==> config.mk <==
export PLATFORM = sky130hd
export DESIGN_NAME = sim_run_controller
export DESIGN_NICKNAME = d
export VERILOG_FILES = /design/src/rtl/sim_run_controller.sv
export SDC_FILE = /design/constraint.sdc
export NUM_CORES = 1
export LEC_CHECK = 0
export ABC_CLOCK_PERIOD_IN_PS = 6200
export CORE_ASPECT_RATIO = 0.75
export CORE_MARGIN = 2
export CORE_UTILIZATION = 45
export DETAILED_ROUTE_END_ITERATION = 10
export PLACE_DENSITY_LB_ADDON = 0.2
export SLEW_MARGIN = 15
export SYNTH_ARGS = -nofsm -noshare
export SYNTH_HDL_FRONTEND = slang
export SYNTH_SLANG_ARGS = --single-unit
==> constraint.sdc <==
create_clock -name clock -period 6.2 [get_ports clock]
set_clock_uncertainty 0.2 [all_clocks]
set_input_delay 0.93 -clock clock [delete_from_list [all_inputs] [get_ports clock]]
set_output_delay 0.93 -clock clock [all_outputs]
set_load 0.02 [all_outputs]
==> src/rtl/sim_run_controller.sv <==
`default_nettype none
// ============================================================================
// Module   : sim_run_controller
// Purpose  : Run controller for a simulation top. Holds the harness in reset
//            for RESET_DELAY cycles, then counts run cycles while watching
//            N_CH success/fail/progress channels. The run ends with a sticky
//            status of pass, fail, timeout or stall. A restart pulse re-enters
//            the reset hold without re-elaborating.
// Ports    : clock, reset        - clock, synchronous active-high reset
//            max_cycles          - run-cycle budget (0 disables timeout)
//            wdog_limit          - max cycles without progress (0 disables)
//            restart             - 1-cycle pulse, back to reset hold
//            verbose_en          - verbose level enable for printf_cond
//            ch_success/fail/progress - per-channel harness monitors
//            harness_reset       - reset to the harness
//            running, done       - run phase / sticky end of run
//            status              - 0 none, 1 pass, 2 fail, 3 timeout, 4 stall
//            fail_ch             - lowest failing channel (status == 2)
//            cycle_count         - run cycles elapsed, frozen at end of run
//            printf_cond         - verbose_en && !harness_reset
// Revision : 1.0 - initial release
// ============================================================================
module sim_run_controller #(
    parameter int  N_CH        = 4,
    parameter int  RESET_DELAY = 10,
    parameter int  CNT_W       = 64,
    parameter int  WDOG_W      = 32,
    localparam int CH_IDX_W    = (N_CH > 1) ? $clog2(N_CH) : 1
) (
    input  logic                clock,
    input  logic                reset,
    input  logic [CNT_W-1:0]    max_cycles,
    input  logic [WDOG_W-1:0]   wdog_limit,
    input  logic                restart,
    input  logic                verbose_en,
    input  logic [N_CH-1:0]     ch_success,
    input  logic [N_CH-1:0]     ch_fail,
    input  logic [N_CH-1:0]     ch_progress,
    output logic                harness_reset,
    output logic                running,
    output logic                done,
    output logic [2:0]          status,
    output logic [CH_IDX_W-1:0] fail_ch,
    output logic [CNT_W-1:0]    cycle_count,
    output logic                printf_cond
);

    // hold_cnt only spans 0..RESET_DELAY-1
    localparam int                  c_HOLD_W    = (RESET_DELAY > 1) ? $clog2(RESET_DELAY) : 1;
    localparam logic [c_HOLD_W-1:0] c_HOLD_LAST = c_HOLD_W'(RESET_DELAY - 1);

    localparam logic [1:0] c_S_HOLD = 2'd0;
    localparam logic [1:0] c_S_RUN  = 2'd1;
    localparam logic [1:0] c_S_DONE = 2'd2;

    localparam logic [2:0] c_ST_NONE    = 3'd0;
    localparam logic [2:0] c_ST_PASS    = 3'd1;
    localparam logic [2:0] c_ST_FAIL    = 3'd2;
    localparam logic [2:0] c_ST_TIMEOUT = 3'd3;
    localparam logic [2:0] c_ST_STALL   = 3'd4;

    logic [1:0]          r_state;
    logic [1:0]          w_state_nxt;
    logic [c_HOLD_W-1:0] r_hold_cnt;
    logic                r_harness_reset;
    logic                r_running;
    logic                r_done;
    logic [2:0]          r_status;
    logic [CH_IDX_W-1:0] r_fail_ch;
    logic [CNT_W-1:0]    r_cycle_count;
    logic [WDOG_W-1:0]   r_wdog_cnt;
    logic [N_CH-1:0]     r_seen;

    logic                w_hold_end;
    logic                w_progress;
    logic                w_pass;
    logic                w_fail;
    logic                w_stall;
    logic                w_timeout;
    logic                w_event;
    logic [2:0]          w_event_status;
    logic [CH_IDX_W-1:0] w_fail_idx;

    // ------------------------------------------------------------------
    // Run-phase event detection
    // ------------------------------------------------------------------
    always_comb begin
        w_hold_end = (r_hold_cnt == c_HOLD_LAST);
        // success also counts as a heartbeat for the watchdog
        w_progress = (|ch_progress) || (|ch_success);
        w_pass     = &(r_seen | ch_success);
        w_fail     = |ch_fail;
        w_stall    = (wdog_limit != '0) &&
                     (r_wdog_cnt == (wdog_limit - WDOG_W'(1))) && !w_progress;
        w_timeout  = (max_cycles != '0) &&
                     (r_cycle_count == (max_cycles - CNT_W'(1)));
        w_event    = w_fail || w_pass || w_stall || w_timeout;

        // same-cycle priority: fail, pass, stall, timeout
        w_event_status = c_ST_NONE;
        if (w_fail) begin
            w_event_status = c_ST_FAIL;
        end else if (w_pass) begin
            w_event_status = c_ST_PASS;
        end else if (w_stall) begin
            w_event_status = c_ST_STALL;
        end else if (w_timeout) begin
            w_event_status = c_ST_TIMEOUT;
        end

        // scan downward so the lowest set index wins
        w_fail_idx = '0;
        for (int i = N_CH - 1; i >= 0; i--) begin
            if (ch_fail[i]) begin
                w_fail_idx = CH_IDX_W'(i);
            end
        end
    end

    // ------------------------------------------------------------------
    // State machine
    // ------------------------------------------------------------------
    always_comb begin
        w_state_nxt = r_state;
        case (r_state)
            c_S_HOLD: if (w_hold_end) w_state_nxt = c_S_RUN;
            c_S_RUN:  if (w_event)    w_state_nxt = c_S_DONE;
            c_S_DONE: w_state_nxt = c_S_DONE;
            default:  w_state_nxt = c_S_HOLD;
        endcase
        // restart overrides any event seen in the same cycle
        if (restart) begin
            w_state_nxt = c_S_HOLD;
        end
    end

    always_ff @(posedge clock) begin
        if (reset) begin
            r_state <= c_S_HOLD;
        end else begin
            r_state <= w_state_nxt;
        end
    end

    // ------------------------------------------------------------------
    // Datapath registers
    // ------------------------------------------------------------------
    always_ff @(posedge clock) begin
        if (reset || restart) begin
            r_hold_cnt      <= '0;
            r_harness_reset <= 1'b1;
            r_running       <= 1'b0;
            r_done          <= 1'b0;
            r_status        <= c_ST_NONE;
            r_fail_ch       <= '0;
            r_cycle_count   <= '0;
            r_wdog_cnt      <= '0;
            r_seen          <= '0;
        end else begin
            case (r_state)
                c_S_HOLD: begin
                    r_hold_cnt <= r_hold_cnt + c_HOLD_W'(1);
                    if (w_hold_end) begin
                        r_harness_reset <= 1'b0;
                        r_running       <= 1'b1;
                    end
                end
                c_S_RUN: begin
                    if (w_event) begin
                        // cycle_count is left at the index of the final run cycle
                        r_running <= 1'b0;
                        r_done    <= 1'b1;
                        r_status  <= w_event_status;
                        r_fail_ch <= w_fail ? w_fail_idx : '0;
                    end else begin
                        if (r_cycle_count != '1) begin
                            r_cycle_count <= r_cycle_count + CNT_W'(1);
                        end
                        r_wdog_cnt <= w_progress ? '0 : (r_wdog_cnt + WDOG_W'(1));
                        r_seen     <= r_seen | ch_success;
                    end
                end
                default: begin
                end
            endcase
        end
    end

    assign harness_reset = r_harness_reset;
    assign running       = r_running;
    assign done          = r_done;
    assign status        = r_status;
    assign fail_ch       = r_fail_ch;
    assign cycle_count   = r_cycle_count;
    assign printf_cond   = verbose_en && !r_harness_reset;

endmodule
`default_nettype wire

==> out/metrics.cfg <==
[power_and_ir_drop]
p_comb_share_pct = 12.8
p_leak_nw = 3.76
p_int_w = 0.00154
seqPwrFrac_pct = 35.7
peakVddDrop_mv = 0.138
clkPwrFrac_pct = 51.5
powerDensity_mw_per_mm2 = 167
switching_share_pct = 25.4
netSwitchingPower_w = 0.000522

[timing]
rsz0062_at_grt = false
tns_ns = 0
maxSlewViolCount = 0
max_slew.worst_pin.slew_ns = 0.875
fin_crit_sh_pct = 85.7
setup_slack_ns = 0.890
hold_viol = 0
max_clock_freq_mhz = 188
setup_viol = 0
relSlewSlack_pct = 41.3
period_needed_ns = 5.31

[route]
route.final.wire_length_um = 35600
vias = 11000
ant_nets = 0
drc = 0
drt_iter0_drc = 1145
wl_per_cell_um = 20.4
vias_per_cell = 6.28
dr.pass1.iters = 6

[setup_path]
cp_common_cell = or4_1
critPathBufInv = 3
slowest_delay_ns = 0.68
critPathTopFamily = simple AND/OR/NAND/NOR gates
worstPathCellList = clkdlybuf4s50_1 -> inv_1 -> ha_1 -> or3b_4 -> or4_1 -> or3_1 -> a31o_1 -> o22ai_1 -> and4bb_4 -> and2_4 -> or3_4 -> buf_12 -> or4_1 -> a21oi_1
path_class = input pin to register
critPathSlowestCell = or4_1
startpoint_type = input pin
crit_path_end_kind = register
worst_ep_required_time_ns = 6.33
cp.arrival_ns = 5.44
cp_max_fo = 58

[placement]
port_buffers = 184
gp_congestion = 1.03
dp_slack_ns = 0.552
dp_hpwl_um = 27600

[yosys]
netlist_area_mm2 = 0.00938
synthArstFlopShare_pct = 0
yosys-top-cells-area = dfxtp_1, xnor2_1, nor4_1
ys_top_cells_by_count = dfxtp_1, nand2_1, nor2_1, xnor2_1, a21oi_1
ys_ff_latch = 114
synthCells = 1258
ys_seq_area_share_pct = 24.3
synth.distinct_cells = 74
synth_top_area_share_pct = 24.3
synth_edf_count = 0
syn_avg_cell_area_um2 = 7.45
syn-num-nets = 1380
yosysTopAreaCell = dfxtp_1
synth_flop_cell = dfxtp_1
yosysWarnings = 0
synth_most_common_cell = dfxtp_1

[outcome]
status = finished, final reports clean

[floorplanning]
ios = 185
dieWidth_um = 171
die_h_um = 129
num_rows = 45
start_util_pct = 46.1
coreArea_mm2 = 0.0203
fp.dieArea_mm2 = 0.0220

[clock_network]
clock-sinks = 114
htreeDepth = 4
cts_hold_buf = 0
clk_latency_ns = 0.41
post-cts-setup-buffers = 0
cts_tree = done
cts_buffers = 17
cts_resized = 0
root_buffer = clkbuf_16
path_clk_slew_ns = 0.05
clk_path_buf_depth = 2

[finish]
regArea_mm2 = 0.00228
fin_nets = 1571
multi_input_area_mm2 = 0.00669
nFillCells = 1881
drive_gt1_share_pct = 6.77
area_growth_pct = 31.3

[global_route]
grt_max_degree = 59
overflow = 0
grt_usage_pct = 31.8
grt_pass1_wl_um = 54500
antenna_found_initial = 3
grt_pass1_vias = 9682

[job]
drv_cap = 0

[min_path]
worstHoldPathType = register to register

## power groups by stage
| stage | combinational (W) | sequential [W] | clock [W] |
|---|---|---|---|
| final | 0.000264 | 0.000734 | 0.00106 |
| after global routing | 0.000282 | 0.000734 | 0.00110 |
| after CTS | 0.000258 | 0.000734 | 0.00107 |
| after detailed placement | 0.000257 | 0.000750 | 0 |
| after global placement | 0.000256 | 0.000750 | 0 |
| after floorplan | 0.000111 | 0.000750 | 0 |
## per-layer routing
metal | vias to the layer above | part of all wire, % | routed length (um) | track usage (%)
li1 | 5204 | - | - | -
met1 | 5147 | 47 | 16500 | 47.7
met2 | 559 | 41 | 14400 | 45.5
met3 | 42 | 12 | 4110 | 8.52
met4 | 4 | 1.2 | 440 | 6.28
met5 | - | 0.076 | 27 | 0
## logic make-up after synthesis
kind of cell	after synthesis	share of synthesized area, %
xor gates and xnor gates	127	11.9
and+or+nand+nor	618	37.2
buffers and inverters	100	4.48
muxes	25	2.68
DFF	114	24.3
AOI/OAI and AO/OA	264	18.1
adders and majority gates	10	1.33
## path summary, 6_finish.rpt
kind | to | slack, ns | start | depth (start not counted)
max | cycle_count[51]$_SDFFE_PP0P_ | 0.89 | wdog_limit[0] | 14
min | done$_SDFFE_PP0P_ | 0.24 | done$_SDFFE_PP0P_ | 2
max reg2reg | cycle_count[17]$_SDFFE_PP0P_ | 2.05 | cycle_count[2]$_SDFFE_PP0P_ | 11
min reg2reg | done$_SDFFE_PP0P_ | 0.24 | done$_SDFFE_PP0P_ | 2
## state kept, by name, summed over array words and instances (netlist names)
signal         count
cycle_count       64
done               1
fail_ch            2
harness_reset      1
r_hold_cnt         4
r_seen             4
r_state            2
r_wdog_cnt        32
running            1
status             3
## worst reg2reg max path: stages (launching register included)
cell and delay (ns):
dfxtp_1 0.55, and4_1 0.34, nand4_1 0.21, or4_1 0.76, or3b_2 0.61, nor4_1 0.40
or2_2 0.23, a21oi_1 0.09, nand2_1 0.14, buf_12 0.22, or4_1 0.17, a21oi_1 0.08
## metrics by stage
stage          cell area, um2  total power [W]  hold WS [ns]  util, %  instances
5_1_grt                 12300          0.00212         0.295     60.6       1744
4_1_cts                 12300          0.00206         0.249     60.6       1744
6_report                12300          0.00206         0.244     60.6       1745
2_1_floorplan            9380         0.000861         0.235        -       1258
3_5_place_dp            11700          0.00101         0.240     57.5       1712
3_3_place_gp            11700          0.00101         0.236     57.5       1712
## area by class of cell
| cell class | count | area share [%] |
|---|---|---|
| Antenna cell | 1 | 0.0203 |
| Clock buffer | 18 | 3.49 |
| Clock inverter | 14 | 1.66 |
| Inverter | 47 | 1.43 |
| Multi-Input combinational cell | 1044 | 54.3 |
| Sequential cell | 114 | 18.5 |
| Tap cell | 282 | 2.87 |
| Timing Repair Buffer | 225 | 17.7 |
## placed cells by master (no fill, tap or decap), types with 17 or more instances in the layout
cell type / instances
a21oi_1: 86
and3_1: 24
buf_4: 39
clkbuf_16: 17
clkdlybuf4s50_1: 184
dfxtp_1: 114
inv_1: 47
mux2i_1: 24
nand2_1: 95
nand3_1: 60
nand4_1: 43
nor2_1: 91
nor3_1: 48
nor4_1: 68
o21ai_0: 43
o31ai_1: 38
or3_1: 54
or4_1: 55
xnor2_1: 92
xor2_1: 35
Note: power is estimated with default switching activity, not from simulation.
